`src/rtl/mem_access_unit.sv`:
```
// mem_access_unit: MIPS MEM stage driving an async SRAM with multi-cycle strobes; stalls upstream while busy.
// Optional SRAM_RMW_EN: SB becomes a read-modify-write for SRAMs without byte enables.
module mem_access_unit #(
    parameter int ADDR_W      = 20,
    parameter int WAIT_STATES = 1
) (
    input  logic              clk,
    input  logic              rst_n,
    input  logic [31:0]       result_i,
    input  logic [31:0]       mem_data_i,
    input  logic              load_byte_i,
    input  logic              if_mem_read_i,
    input  logic              if_mem_write_i,
    input  logic              if_reg_write_i,
    input  logic [4:0]        data_write_reg_i,
    output logic              mem_stall_o,
    output logic [31:0]       wb_data_o,
    output logic              wb_reg_write_o,
    output logic [4:0]        wb_reg_o,
    output logic [ADDR_W-1:0] sram_addr_o,
    output logic [31:0]       sram_wdata_o,
    output logic              sram_wdata_oe_o,
    input  logic [31:0]       sram_rdata_i,
    output logic              sram_ce_n_o,
    output logic              sram_oe_n_o,
    output logic              sram_we_n_o,
    output logic [3:0]        sram_be_n_o
);
    localparam int CW = (WAIT_STATES > 0) ? $clog2(WAIT_STATES + 1) : 1;

    typedef enum logic [1:0] {IDLE, RD, WR, DONE} state_t;

    state_t            state_q, state_d;
    logic [CW-1:0]     cnt_q, cnt_d;
    logic [1:0]        lane_q, lane_d;
    logic              byte_q, byte_d;
    logic              regw_q, regw_d;
    logic              rmw_q, rmw_d;
    logic              was_wr_q;
    logic [4:0]        dest_q, dest_d;
    logic [3:0]        be_q, be_d;
    logic [31:0]       wdata_q, wdata_d;
    logic [31:0]       wb_data_q, wb_data_d;
    logic              wb_regw_q, wb_regw_d;
    logic [4:0]        wb_reg_q, wb_reg_d;
    logic [ADDR_W-1:0] addr_q, addr_d;
    logic [7:0]        rbyte;
    logic [31:0]       merged;
    logic              req, last, rmw_req;

    assign req   = if_mem_read_i | if_mem_write_i;
    assign last  = cnt_q == '0;
    assign rbyte = sram_rdata_i[{lane_q, 3'b000} +: 8];

`ifdef SRAM_RMW_EN
    assign rmw_req = if_mem_write_i & ~if_mem_read_i & load_byte_i;
`else
    assign rmw_req = 1'b0;
`endif

    // Byte-store merge into the word captured during the read phase of a read-modify-write
    always_comb begin
        merged = sram_rdata_i;
        merged[{lane_q, 3'b000} +: 8] = wdata_q[7:0];
    end

    always_comb begin
        state_d   = state_q;
        cnt_d     = cnt_q;
        lane_d    = lane_q;
        byte_d    = byte_q;
        regw_d    = regw_q;
        rmw_d     = rmw_q;
        dest_d    = dest_q;
        be_d      = be_q;
        wdata_d   = wdata_q;
        wb_data_d = wb_data_q;
        wb_regw_d = wb_regw_q;
        wb_reg_d  = wb_reg_q;
        addr_d    = addr_q;
        unique case (state_q)
            IDLE: begin
                if (req) begin
                    addr_d    = result_i[ADDR_W+1:2];
                    lane_d    = result_i[1:0];
                    byte_d    = load_byte_i;
                    regw_d    = if_reg_write_i;
                    dest_d    = data_write_reg_i;
                    rmw_d     = rmw_req;
                    wdata_d   = load_byte_i ? {4{mem_data_i[7:0]}} : mem_data_i;
                    be_d      = (load_byte_i && !rmw_req) ? ~(4'b0001 << result_i[1:0]) : 4'h0;
                    wb_regw_d = 1'b0;
                    cnt_d     = CW'(WAIT_STATES);
                    state_d   = (if_mem_read_i || rmw_req) ? RD : WR;
                end else begin
                    wb_data_d = result_i;
                    wb_regw_d = if_reg_write_i;
                    wb_reg_d  = data_write_reg_i;
                end
            end
            RD: begin
                cnt_d = cnt_q - 1'b1;
                if (last && rmw_q) begin
                    wdata_d = merged;
                    cnt_d   = CW'(WAIT_STATES);
                    state_d = WR;
                end else if (last) begin
                    wb_data_d = byte_q ? {{24{rbyte[7]}}, rbyte} : sram_rdata_i;
                    wb_regw_d = regw_q;
                    wb_reg_d  = dest_q;
                    state_d   = DONE;
                end
            end
            WR: begin
                cnt_d   = cnt_q - 1'b1;
                state_d = last ? DONE : WR;
            end
            DONE: begin
                wb_regw_d = 1'b0;
                state_d   = IDLE;
            end
            default: state_d = IDLE;
        endcase
    end

    always_ff @(posedge clk or negedge rst_n) begin
        if (!rst_n) begin
            state_q   <= IDLE;
            cnt_q     <= '0;
            lane_q    <= '0;
            byte_q    <= 1'b0;
            regw_q    <= 1'b0;
            rmw_q     <= 1'b0;
            was_wr_q  <= 1'b0;
            dest_q    <= '0;
            be_q      <= '0;
            wdata_q   <= '0;
            wb_data_q <= '0;
            wb_regw_q <= 1'b0;
            wb_reg_q  <= '0;
            addr_q    <= '0;
        end else begin
            state_q   <= state_d;
            cnt_q     <= cnt_d;
            lane_q    <= lane_d;
            byte_q    <= byte_d;
            regw_q    <= regw_d;
            rmw_q     <= rmw_d;
            was_wr_q  <= state_q == WR;
            dest_q    <= dest_d;
            be_q      <= be_d;
            wdata_q   <= wdata_d;
            wb_data_q <= wb_data_d;
            wb_regw_q <= wb_regw_d;
            wb_reg_q  <= wb_reg_d;
            addr_q    <= addr_d;
        end
    end

    // Strobes decode from the state register only, so reset drops them immediately
    assign mem_stall_o     = rst_n & (((state_q == IDLE) & req) | (state_q == RD) | (state_q == WR));
    assign sram_ce_n_o     = !((state_q == RD) || (state_q == WR));
    assign sram_oe_n_o     = state_q != RD;
    assign sram_we_n_o     = state_q != WR;
    assign sram_be_n_o     = (state_q == RD) ? 4'h0 : (state_q == WR) ? be_q : 4'hF;
    assign sram_wdata_oe_o = (state_q == WR) || ((state_q == DONE) && was_wr_q);
    assign sram_wdata_o    = wdata_q;
    assign sram_addr_o     = addr_q;
    assign wb_data_o       = wb_data_q;
    assign wb_reg_write_o  = wb_regw_q;
    assign wb_reg_o        = wb_reg_q;
endmodule

```
`config.mk`:
```
export PLATFORM = sky130hd
export DESIGN_NAME = mem_access_unit
export DESIGN_NICKNAME = d
export VERILOG_FILES = /design/src/rtl/mem_access_unit.sv
export SDC_FILE = /design/constraint.sdc
export NUM_CORES = 1
export LEC_CHECK = 0
export CORE_ASPECT_RATIO = 0.7
export CORE_MARGIN = 1
export CORE_UTILIZATION = 58
export CTS_BUF_LIST = sky130_fd_sc_hd__clkbuf_8
export CTS_CLUSTER_SIZE = 20
export DETAILED_ROUTE_END_ITERATION = 8
export DONT_BUFFER_PORTS = 1
export HOLD_SLACK_MARGIN = 0.12
export PLACE_DENSITY = 0.71
export RECOVER_POWER = 50
export SETUP_SLACK_MARGIN = 0.02
export SYNTH_ARGS = -nofsm -noshare
export SYNTH_HDL_FRONTEND = slang
export SYNTH_SLANG_ARGS = --single-unit
```
`constraint.sdc`:
```
create_clock -name clk -period 2.1 [get_ports clk]
set_input_delay 0.21 -clock clk [delete_from_list [all_inputs] [get_ports clk]]
set_output_delay 0.21 -clock clk [all_outputs]
set_load 0.01 [all_outputs]
```
==> impl_metrics.yaml <==
placed_design:
  place.gp.congestion: 0.799
  portBuffers: 0
  dp_cells: 656
  hpwl_um: 9600
  pre_cts_ws_ps: 144
setup_path:
  worstPathRequired_ps: 1890
  cp_slowest_cell: "dfrtp_1"
  r2r_start: "state_q[0]"
  reg2reg_depth: 6
  crit_arrival_ps: 1810
  worst-r2r-setup-slack_ps: 150
  reg2reg_to: "wb_data_o[26]"
  cp_max_fo: 7
  cp_cell_sequence: "buf_4 -> ha_1 -> buf_4 -> o31a_1"
  critPathTopFamily: "flip-flops"
  crit_top_cell: "buf_4"
  crit_type: "reg -> out"
  startpoint_type: "register"
  crit_buf_inv: 2
  critPathMaxStageDelay_ps: 390
  endpoint_kind: "output pin"
floorplanning:
  die_h_um: 81.1
  num_io_pins: 206
  die_width_um: 115
  initial_core_util_pct: 60.6
  core_um2: 8550
  rows: 28
  dieArea_um2: 9320
route:
  avgViaCountPerCell: 5.76
  ant_nets: 0
  wl_per_cell_um: 19.2
  drc: 0
  via_count: 4451
  drt_iter0_drc: 279
  firstDrtPassIters: 4
  finalWirelength_um: 14800
timing:
  hold_slack_ps: -482
  timing.slew.headroom_pct: 57.8
  layout_min_cycle_time_ps: 2020
  setup_viol: 0
  tightest_slew_ps: 630
  rsz0062_at_grt: "no"
  setup_ws_ps: 77.4
  post-route-period-util_pct: 96.3
  fin_skew_ps: 9.36
  slew_viol_final: 0
  tns_ps: 0
  max_freq_mhz: 494
  report.final.hold_viol_count: 107
synthesis:
  ys_seq_elements: 107
  synth_edf_count: 0
  yosys_warnings: 0
  syn-instance-count: 554
  ys_types: 32
  async_flop_share_pct: 100
  synth_nets: 668
  synth_ff_type: "dfrtp_1"
  synth-seq-area-share_pct: 51.7
  syn_area_per_cell_um2: 9.35
  synth_area_um2: 5180
clock_network:
  hold_buffers: 100
  insertion_delay_ps: 380
  tritoncts.num_buffers: 9
  path_clk_slew_ps: 100
  cts-root-buf: "clkbuf_8"
  cts_buffer_depth: 2
  cts.sinks: 107
  cts_tree: "yes"
  cts.htree.levels: 3
layout:
  fin_cells: 773
  area_growth_pct: 26.2
  nFillCells: 623
  finalNetCount: 763
  diodes: 0
  final_util_pct: 76.5
  drive_above_1_share_pct: 9.49
power_and_ir_drop:
  p_per_area_nw_per_um2: 1370
  p_switching_mw: 3.97
  power_frac_seq_pct: 46.2
  combPwrFrac_pct: 40.7
  irDropWorstVdd_mv: 0.700
  clockPowerShare_pct: 13.1
  leakage_nw: 3.10
  p_int_mw: 4.96
  swShare_pct: 44.5
global_routing:
  gr-total-overflow: 0
  grt_pass1_vias: 4330
  antenna_found_initial: 0
  track_usage_pct: 32.4
  grt_max_degree: 109
  grt_pass1_wl_um: 22600
job:
  cap_violations: 0
outcome:
  outcome: "finished, violations left"
  violations: "hold timing"
worst_hold_path:
  hold_class: "in -> async"
routing by layer:
layer | wire length [um] | vias to the layer above | part of all wire, % | GRT usage [%]
met5 | 0 | - | 0 | 0
met3 | 1330 | 35 | 9.0 | 11.5
li1 | - | 2050 | - | -
met4 | 294 | 0 | 2.0 | 10.0
met2 | 7140 | 216 | 48 | 52.3
met1 | 6060 | 2150 | 41 | 41.1
placed cells by master (no fill, tap or decap), types with 2 or more instances in the layout:
cell type      Yosys  final
nand2_1          171    171
dfrtp_1          107    107
dlygate4sd3_1      0     99
a21oi_1           41     41
o21ai_0           40     40
mux2i_1           39     39
nor2_1            35     35
o31ai_2           20     20
inv_1             14     15
buf_4              3     15
clkbuf_8           0     11
a22oi_1            9      9
o211ai_1           8      8
ha_1               7      7
o21a_1             6      5
o31ai_1            5      5
buf_12             0      3
mux2_2             2      2
clkinvlp_4         0      2
registers in the layout, summed over array words and instances (netlist names):
name	flops
regw_q	1
wb_reg_write_o	1
dest_q	5
sram_wdata_o	32
state_q	2
wb_reg_o	5
be_q	4
sram_addr_o	20
cnt_q	1
byte_q	1
was_wr_q	1
lane_q	2
wb_data_o	32
metrics by stage:
step	hold slack [ps]	area [um^2]	power, mW
after global placement	-83.6	5330	7.27
after global routing	-513	6540	9.56
final	-482	6540	8.94
after CTS	-494	6530	8.85
after floorplan	-85.6	5180	6.50
after detailed placement	-83.4	5330	7.48
how the worst max path moves through the flow:
stage / from / to / slack, ps / cells past startpoint
global placement: state_q[0] / wb_reg_o[2] / 260 / 6
finish: state_q[0] / mem_stall_o / 80 / 4
floorplan: state_q[0] / wb_data_o[19] / 330 / 7
CTS: state_q[0] / mem_stall_o / 40 / 6
detailed placement: state_q[0] / wb_data_o[13] / 140 / 6
global route: state_q[0] / mem_stall_o / 30 / 4
worst register-to-register path, stage by stage, from the launching register on:
cell and delay [ps]:
dfrtp_1 390, inv_1 140, ha_1 190, or3b_4 420
nor2_8 320, a21oi_1 180, o31ai_2 220
timing repair:
item                       in CTS  in global routing
hold endpoints to repair      212                107
setup endpoints to repair       1                  1
buffers inserted                2                  0
resized for setup               0                  2
power by group through the flow:
stage | Sequential [mW] | Clock [mW] | Combinational [mW]
floorplan | 3.91 | 0 | 2.60
global placement | 4.13 | 0 | 3.14
detailed placement | 4.15 | 0 | 3.33
CTS | 4.11 | 1.19 | 3.55
global route | 4.24 | 1.28 | 4.03
finish | 4.13 | 1.17 | 3.63
synthesized netlist by cell type (all sizes together), types with 2 or more instances:
cell type  number  area [um^2]
nor2           36          151
dfrtp         107         2680
o211ai          9         72.6
mux2            2         22.5
o31ai          25          288
o21a            6         45.0
clkbuf         14         52.6
ha              7         87.6
o21ai          42          210
a22oi           9         67.6
a21oi          41          205
nand2         171          642
buf            21          125
inv            15         56.3
mux2i          39          390
cell type report:
cell class / count / area [um^2] / share of cell area (%)
Sequential cell: 107 / 2680 / 40.9
Multi-Input combinational cell: 397 / 2300 / 35.1
Timing Repair Buffer: 119 / 1180 / 18.0
Clock buffer: 11 / 151 / 2.31
Tap cell: 120 / 150 / 2.30
Inverter: 15 / 56.3 / 0.861
Clock inverter: 4 / 27.5 / 0.421
logic make-up (layout without fill, tap and decap cells):
logic type                 after synthesis  after routing  share of synthesized area, %
muxes                                   41             41                          7.97
adders and majority gates                7              7                          1.69
buffers and inverters                   50            149                          4.51
AOI/OAI and AO/OA                      134            134                          17.5
and+or+nand+nor                        215            215                          16.7
DFF                                    107            107                          51.7
Power figures use the tool's default switching activity.
